$ cat src/rtl/uart_tx_scheduler_if.sv
// rtl/uart_tx_scheduler_if.sv - requester and transmitter handshake bundle for uart_tx_scheduler
interface uart_tx_scheduler_if;
    logic [2:0]  req_valid;
    logic [23:0] req_data;
    logic [2:0]  req_last;
    logic [2:0]  req_ready;
    logic [2:0]  grant;
    logic [7:0]  tx_data;
    logic        tx_start;
    logic        tx_busy;
    logic        timeout_err;

    // master is the environment: byte sources plus the uart_tx datapath
    modport master (
        output req_valid, req_data, req_last, tx_busy,
        input  req_ready, grant, tx_data, tx_start, timeout_err
    );

    modport slave (
        input  req_valid, req_data, req_last, tx_busy,
        output req_ready, grant, tx_data, tx_start, timeout_err
    );
endinterface

$ cat src/rtl/uart_tx_scheduler.sv
// rtl/uart_tx_scheduler.sv - round-robin packet scheduler sharing one UART transmitter among three byte streams
module uart_tx_scheduler #(
    parameter int MAX_BURST   = 4,
    parameter int ACK_TIMEOUT = 8
) (
    input  logic                 clk,
    input  logic                 reset,
    uart_tx_scheduler_if.slave   bus
);

    typedef enum logic [2:0] {
        IDLE,
        LOAD,
        START,
        WAIT_ACK,
        WAIT_DONE
    } state_t;

    state_t      state;
    logic [2:0]  grant_q;
    logic [1:0]  gidx;
    logic [1:0]  ptr;
    logic [3:0]  burst;
    logic [7:0]  ack_cnt;
    logic        last_q;
    logic [7:0]  tx_data_q;
    logic        tx_start_q;
    logic        timeout_err_q;

    logic [1:0]  winner;
    logic        any_valid;
    logic        xfer;
    logic        release_idle;
    logic [1:0]  next_ptr;
    logic [7:0]  sel_byte;
    logic        sel_last;

    // First requesting index at or after the pointer, wrapping 2 -> 0.
    always_comb begin
        logic [2:0] cand;
        logic       found;
        winner    = ptr;
        found     = 1'b0;
        cand      = 3'd0;
        any_valid = |bus.req_valid;
        for (int k = 0; k < 3; k++) begin
            cand = {1'b0, ptr} + 3'(k);
            if (cand >= 3'd3) begin
                cand = cand - 3'd3;
            end
            if (!found && bus.req_valid[cand[1:0]]) begin
                winner = cand[1:0];
                found  = 1'b1;
            end
        end
    end

    always_comb begin
        sel_byte     = bus.req_data[{gidx, 3'b000} +: 8];
        sel_last     = bus.req_last[gidx];
        xfer         = (state == LOAD) && (|(bus.req_valid & grant_q));
        release_idle = last_q || (burst == 4'(MAX_BURST));
        next_ptr     = (gidx == 2'd2) ? 2'd0 : gidx + 2'd1;
    end

    // Accept strobe is only ever offered to the owner, and only while loading.
    assign bus.req_ready   = (state == LOAD) ? (bus.req_valid & grant_q) : 3'b000;
    assign bus.grant       = grant_q;
    assign bus.tx_data     = tx_data_q;
    assign bus.tx_start    = tx_start_q;
    assign bus.timeout_err = timeout_err_q;

    always_ff @(posedge clk) begin
        if (reset) begin
            state         <= IDLE;
            grant_q       <= 3'b000;
            gidx          <= 2'd0;
            ptr           <= 2'd0;
            burst         <= 4'd0;
            ack_cnt       <= 8'd0;
            last_q        <= 1'b0;
            tx_data_q     <= 8'h00;
            tx_start_q    <= 1'b0;
            timeout_err_q <= 1'b0;
        end else begin
            case (state)
                IDLE: begin
                    if (any_valid) begin
                        grant_q <= 3'b001 << winner;
                        gidx    <= winner;
                        burst   <= 4'd0;
                        state   <= LOAD;
                    end
                end
                LOAD: begin
                    if (xfer) begin
                        tx_data_q  <= sel_byte;
                        last_q     <= sel_last;
                        burst      <= burst + 4'd1;
                        tx_start_q <= 1'b1;
                        state      <= START;
                    end
                end
                START: begin
                    tx_start_q <= 1'b0;
                    ack_cnt    <= 8'd0;
                    state      <= WAIT_ACK;
                end
                WAIT_ACK: begin
                    if (bus.tx_busy) begin
                        state <= WAIT_DONE;
                    end else if (ack_cnt == 8'(ACK_TIMEOUT - 1)) begin
                        // Transmitter never acknowledged: flag it and move on as if sent.
                        timeout_err_q <= 1'b1;
                        if (release_idle) begin
                            grant_q <= 3'b000;
                            ptr     <= next_ptr;
                            state   <= IDLE;
                        end else begin
                            state <= LOAD;
                        end
                    end else begin
                        ack_cnt <= ack_cnt + 8'd1;
                    end
                end
                WAIT_DONE: begin
                    if (!bus.tx_busy) begin
                        if (release_idle) begin
                            grant_q <= 3'b000;
                            ptr     <= next_ptr;
                            state   <= IDLE;
                        end else begin
                            state <= LOAD;
                        end
                    end
                end
                default: begin
                    state <= IDLE;
                end
            endcase
        end
    end

endmodule

$ cat src/flat_wrapper.sv
// flat-port wrapper written by rule: the top's interface ports become plain ports
module uart_tx_scheduler_flat 
#(
    parameter int MAX_BURST   = 4,
    parameter int ACK_TIMEOUT = 8
)
  (clk, reset, bus_req_valid, bus_req_data, bus_req_last, bus_tx_busy, bus_req_ready, bus_grant, bus_tx_data, bus_tx_start, bus_timeout_err);
  uart_tx_scheduler_if bus_i ();
  input  logic clk;
  input  logic reset;
  input wire logic [$bits(bus_i.req_valid)-1:0] bus_req_valid;
  input wire logic [$bits(bus_i.req_data)-1:0] bus_req_data;
  input wire logic [$bits(bus_i.req_last)-1:0] bus_req_last;
  input wire logic [$bits(bus_i.tx_busy)-1:0] bus_tx_busy;
  output wire logic [$bits(bus_i.req_ready)-1:0] bus_req_ready;
  output wire logic [$bits(bus_i.grant)-1:0] bus_grant;
  output wire logic [$bits(bus_i.tx_data)-1:0] bus_tx_data;
  output wire logic [$bits(bus_i.tx_start)-1:0] bus_tx_start;
  output wire logic [$bits(bus_i.timeout_err)-1:0] bus_timeout_err;
  assign bus_i.req_valid = bus_req_valid;
  assign bus_i.req_data = bus_req_data;
  assign bus_i.req_last = bus_req_last;
  assign bus_i.tx_busy = bus_tx_busy;
  assign bus_req_ready = bus_i.req_ready;
  assign bus_grant = bus_i.grant;
  assign bus_tx_data = bus_i.tx_data;
  assign bus_tx_start = bus_i.tx_start;
  assign bus_timeout_err = bus_i.timeout_err;
  uart_tx_scheduler #(.MAX_BURST(MAX_BURST), .ACK_TIMEOUT(ACK_TIMEOUT)) u_core (.clk(clk), .reset(reset), .bus(bus_i));
endmodule
$ cat config.mk
export PLATFORM = sky130hd
export DESIGN_NAME = uart_tx_scheduler_flat
export DESIGN_NICKNAME = d
export VERILOG_FILES = /design/src/rtl/uart_tx_scheduler_if.sv /design/src/rtl/uart_tx_scheduler.sv /design/src/flat_wrapper.sv
export SDC_FILE = /design/constraint.sdc
export NUM_CORES = 1
export LEC_CHECK = 0
export CORE_AREA = 10 10 75 77
export DETAILED_ROUTE_END_ITERATION = 6
export DIE_AREA = 0 0 85 87
export HOLD_SLACK_MARGIN = 0.02
export PLACE_DENSITY = 0.9
export SLEW_MARGIN = 20
export SYNTH_ARGS = -nofsm -noshare
export SYNTH_HDL_FRONTEND = slang
export SYNTH_SLANG_ARGS = --single-unit
$ cat constraint.sdc
create_clock -name clk -period 2.2 [get_ports clk]
set_clock_uncertainty 0.1 [all_clocks]
set_input_delay 0.66 -clock clk [delete_from_list [all_inputs] [get_ports clk]]
set_output_delay 0.66 -clock clk [all_outputs]
set_load 0.005 [all_outputs]
# [Word-level counts from Yosys, hierarchy flattened]
# Index checks and enable logic that the tools add are counted.
[classes] n_eq_ne=14 bitwise=2 order_cmp=7 n_reduce_logical=23 n_shift=2 add_sub_neg=8 n_mux=44
[ops] operator="$mux W3" n=11
[ops] operator="$shiftx A24 B6 Y8" n=1
[ops] operator="$mux W2" n=11
[ops] operator="$mux W8" n=2
[ops] operator="$pmux W8 S2" n=1
[ops] operator="$pmux W3 S5" n=1
[ops] operator="$lt A2 B3 Y1 const B" n=4
[ops] operator="$pmux W3 S3" n=1
[ops] operator="$reduce_and A3 Y1" n=3
[ops] operator="$add A8 B1 Y8 const B" n=1
[ops] operator="$bmux W1 S2" n=4
[ops] operator="$eq A8 B3 Y1 const B" n=1
[ops] operator="$mux W1" n=8
[ops] operator="$mux W4" n=2
[ops] operator="$pmux W4 S2" n=1
[ops] operator="$reduce_and A4 Y1" n=2
[ops] operator="$reduce_bool A2 Y1" n=4
[ops] operator="$eq A3 B2 Y1 const B" n=2
[ops] operator="$ge A3 B2 Y1 const B" n=2
[ops] operator="$ne A2 B1 Y1 const B" n=3
[ops] operator="$ne A2 B2 Y1 const B" n=3
[ops] operator="$reduce_and A2 Y1" n=3
[ops] operator="$reduce_or A3 Y1" n=2
[ops] operator="$sub A2 B2 Y2 const B" n=3
[ops] operator="21 further kinds" n=24
[totals] in_bits=33 regBits=33 output_inout_bits=16

# [Longest topological paths before layout]
[logic_depth] depth_word=14 depth_mapped=8 mapped_depth_nobuf=7

# [Worst setup path after synthesis]
# No wires, ideal clock.
[synth_path] path_type="input to register" from="input bus_req_valid[0]" to="register u_core.burst[3]" path_buffers=1 setup_time_ns=0.135 cell_stages=6 path_slack_ns=0.152 t_arrival_ns=1.813 path_cell_list="buf_6 -> a222oi_1 -> nor2_4 -> nand4_1 -> xor2_1 -> nor3_2"
[synth_between] elab_chain_cells=5 word_cells_on_any_way=7 cone_classes="eq/ne (2); bitwise (1); reduce/logical (4)"
[synth_rtl] element="start: declaration" line="flat_wrapper.sv:11" source="input wire logic [$bits(bus_i.req_valid)-1:0] bus_req_valid;"
[synth_rtl] element="$and A3 B3 Y3" line="uart_tx_scheduler.sv:61" source="xfer = (state == LOAD) && (|(bus.req_valid & grant_q));"
[synth_rtl] element="$reduce_or A3 Y1" line="uart_tx_scheduler.sv:61"
[synth_rtl] element="$logic_and A1 B1 Y1" line="uart_tx_scheduler.sv:61"
[synth_rtl] element="$ne A2 B1 Y1 (no source line)"
[synth_rtl] element="$reduce_and A3 Y1 (no source line) (*)"
[synth_rtl] element="end signal: assignment" line="uart_tx_scheduler.sv:99" source="burst <= burst + 4'd1;"
[synth_rtl] element="end: declaration" line="uart_tx_scheduler.sv:23" source="logic [3:0] burst;"
# Every way passes the cells marked *; elsewhere a longest branch is shown, timed or not.
# A chain may end at the register's enable or synchronous reset.

# [Worst setup path after layout]
[layout_path] from="register u_core.ptr[1]" to="register u_core.grant_q[1], in the netlist u_core.bus.grant[1]"
[layout_between] elab_chain_cells=14 word_cells_on_any_way=29 cone_classes="add/sub (5); order compare (3); shift (1); mux (16); reduce/logical (4)"
[layout_rtl] element="start: declaration" line="uart_tx_scheduler.sv:22" source="logic [1:0] ptr;"
[layout_rtl] element="start signal: assignment" line="uart_tx_scheduler.sv:117" source="ptr <= next_ptr;"
[layout_rtl] element="start signal: assignment" line="uart_tx_scheduler.sv:130" source="ptr <= next_ptr;"
[layout_rtl] element="parallel branches: the longest is 10 deep, another holds $add A2 B1 Y3"
[layout_rtl] element="$mux W2 (*)" line="uart_tx_scheduler.sv:51" source="if (!found && bus.req_valid[cand[1:0]]) begin"
[layout_rtl] element="$shl A1 B2 Y3 (*)" line="uart_tx_scheduler.sv:89" source="grant_q <= 3'b001 << winner;"
[layout_rtl] element="$mux W3 (*)" line="uart_tx_scheduler.sv:88" source="if (any_valid) begin"
[layout_rtl] element="$pmux W3 S3 (*)" line="uart_tx_scheduler.sv:86" source="case (state)"
[layout_rtl] element="end signal: assignment" line="uart_tx_scheduler.sv:89"
[layout_rtl] element="end: declaration" line="uart_tx_scheduler.sv:20" source="logic [2:0] grant_q;"
# Mark *: on every way between the ends. The select of a mux whose other input is x is not followed.

==> flow_summary.toml <==
[sta]
final-hold-violation-count = 0
worst_pin_slew_ps = 685
setup_violations = 0
max-slew-margin-rel_pct = 54.2
post-route-min-period_ps = 2110
fin_crit_sh_pct = 96.1
timing.hold.ws_ps = 372
max_freq_ghz = 0.473
drv_slew = 0

[critical_path]
critPathMaxStageDelay_ps = 420
path_cells = "ha_1 -> nor2b_1 -> o2bb2ai_2 -> o311ai_4 -> nand2_2 -> o41ai_2"
end_kind = "flop"
critical_path_arrival_ps = 2200
crit_required_ps = 2290
cp_top_family = "compound AO/OA/AOI/OAI gates"
critPathKind = "flop to flop"
cp_slowest_cell = "dfxtp_1"
path_buf_inv = 0
start_kind = "flop"
crit_fanout = 8

[clock_tree]
cts_buffer_depth = 2
cts_tree = "built"
hold_buffers = 0
worstSkewPairLatency_ps = 290
numCtsBuffers = 5
ctsRootBufferMaster = "clkbuf_8"
clock-sinks = 33
htree_levels = 2
cts.clk_slew.worst_paths_ps = 60

[yosys]
synth_cells = 243
yosysWarnings = 0
ys_ff_latch = 33
synth_top_area_share_pct = 32.6
synth.area.top_cells = "dfxtp_1, nor2_1, mux2i_1"
ys_types = 51
synth_edf_count = 0
yosysSeqAreaShare_pct = 32.6
synth.avg_cell_area_um2 = 8.34
syn_nets = 282
synth_most_common_cell = "nor2_1"
async_flop_share_pct = 0
synth_common_cells = "nor2_1, dfxtp_1, a21oi_1, nand2_1, mux2i_1"
syn_area_um2 = 2030
synth_area_leader_cell = "dfxtp_1"
synth-main-ff-cell = "dfxtp_1"

[placed_design]
routabilityCongestion = 0.869
place_area_um2 = 2700
hpwlAfterDp_mm = 4.13
numPortBuffers = 48

[floorplanning]
core-area_um2 = 4230
start_util_pct = 47.8
die_w_um = 85
die_y_um = 87
die_area_um2 = 7400
rows = 24
io_pins = 49

[drt]
initialDrtViolationCount = 150
vias = 1993
ant_nets = 0
post_drt_wl_per_cell_um = 15.4
drc = 0
dr.pass1.iters = 4
wl_mm = 5.57
vias_per_cell = 5.51

[grt]
grt_util_met3_pct = 4.31
grt_max_degree = 17
antenna_found_initial = 0
use_met2_pct = 25.4
grt_pass1_wl_mm = 9.12
grt_usage_pct = 14.7
busiest_layer = "met2"
first_global_vias = 1940
met1_usage_pct = 16.9
overflow = 0

[finish]
design_area_um2 = 2850
area_growth_pct = 40.5
antenna_cells = 0
fillCellCount = 347
layout.nets = 348
drive_gt1_share_pct = 18.7

[power_and_ir_drop]
powerDensity_nw_per_um2 = 523
leakage_nw = 1.10
ir_drop_v = 0.000307

[outcome]
outcome = "finished clean"

[hold_path]
hp-class = "flop to flop"

[flow_run]
maxCapViolCount = 0
## per-stage QoR
stage	power, W	utilization (%)	cells	setup TNS, ps	worst slack (ps)
5_1_grt	0.00157	67.2	362	-2.47	-2.47
2_1_floorplan	0.000873	-	243	0	152
6_report	0.00149	67.2	362	0	86.3
3_5_place_dp	0.00106	63.7	352	-5330	-375
4_1_cts	0.00149	65.4	360	0	3.82
3_3_place_gp	0.00104	63.7	352	-4300	-335
## sequential cells by signal (all words and copies together) (netlist names)
| signal | cells |
|---|---|
| u_core.state | 3 |
| u_core.bus.grant | 3 |
| u_core.bus.timeout_err | 1 |
| u_core.last_q | 1 |
| u_core.ack_cnt | 8 |
| u_core.bus.tx_start | 1 |
| u_core.gidx | 2 |
| u_core.ptr | 2 |
| u_core.burst | 4 |
| u_core.bus.tx_data | 8 |
## per-layer routing
metal	up-vias	part of all wire, %
li1	996	-
met1	926	42
met2	63	51
met3	8	5.6
met4	0	1.3
met5	-	0
## placed cells by master (no fill, tap or decap), types with 3 or more instances in the layout
master	count
buf_4	21
nor2_1	39
o21ai_0	7
buf_6	3
a21o_1	3
and2_1	3
inv_1	7
clkbuf_8	5
nand2b_1	3
nand3b_1	3
xor2_1	6
nand2_1	14
buf_2	4
a21oi_1	18
mux2i_1	13
dfxtp_1	33
dlymetal6s2s_1	3
clkdlybuf4s50_1	42
nand4_1	3
a211oi_2	9
o21a_1	4
nor3_1	6
ha_1	6
nor2b_1	12
## power breakdown
part	internal (W)	switching, W
clock network	0.000219	0.000215
logic	0.000218	0.000193
registers	0.000627	0.0000185
## path summary, 6_finish.rpt
path                            slack [ps]  cells past startpoint                          endpoint                        startpoint
worst min register to register         370                      2  u_core.bus.tx_start$_SDFFE_PP0P_  u_core.bus.tx_start$_SDFFE_PP0P_
worst min-delay path                   370                      2  u_core.bus.tx_start$_SDFFE_PP0P_  u_core.bus.tx_start$_SDFFE_PP0P_
worst max-delay path                    90                      6  u_core.bus.grant[1]$_SDFFE_PP0P_        u_core.ptr[1]$_SDFFE_PP0P_
worst max register to register          90                      6  u_core.bus.grant[1]$_SDFFE_PP0P_        u_core.ptr[1]$_SDFFE_PP0P_
## tightest hold or removal path: stages, from the launching register on
cell	delay (ps)
dfxtp_1	330
nor2_1	50
nor2_1	60
## final cells by class
class                           count  area [um^2]  share of cell area [%]
Clock buffer                        6         72.6                    2.55
Clock inverter                      2         10.0                   0.352
Inverter                            7         26.3                   0.923
Multi-Input combinational cell    187         1300                    45.8
Sequential cell                    33          661                    23.2
Tap cell                           52         65.1                    2.29
Timing Repair Buffer               75          709                    24.9
## cells by family (layout without fill, tap and decap cells)
family | Yosys count | after routing | share of synthesized area [%]
and+or+nand+nor | 97 | 97 | 24.8
muxes | 14 | 14 | 6.92
xor gates and xnor gates | 7 | 7 | 3.03
adders and majority gates | 6 | 6 | 3.71
DFF | 33 | 33 | 32.6
buffers and inverters | 23 | 90 | 5.68
AOI/OAI and AO/OA | 63 | 63 | 23.2
## what timing repair did
action,in CTS,in global routing
resized for setup,13,14
pin swaps,0,5
buffers inserted,0,1
gates cloned,0,1
setup endpoints to repair,6,15
No activity file was read; power rests on OpenSTA's default activity.
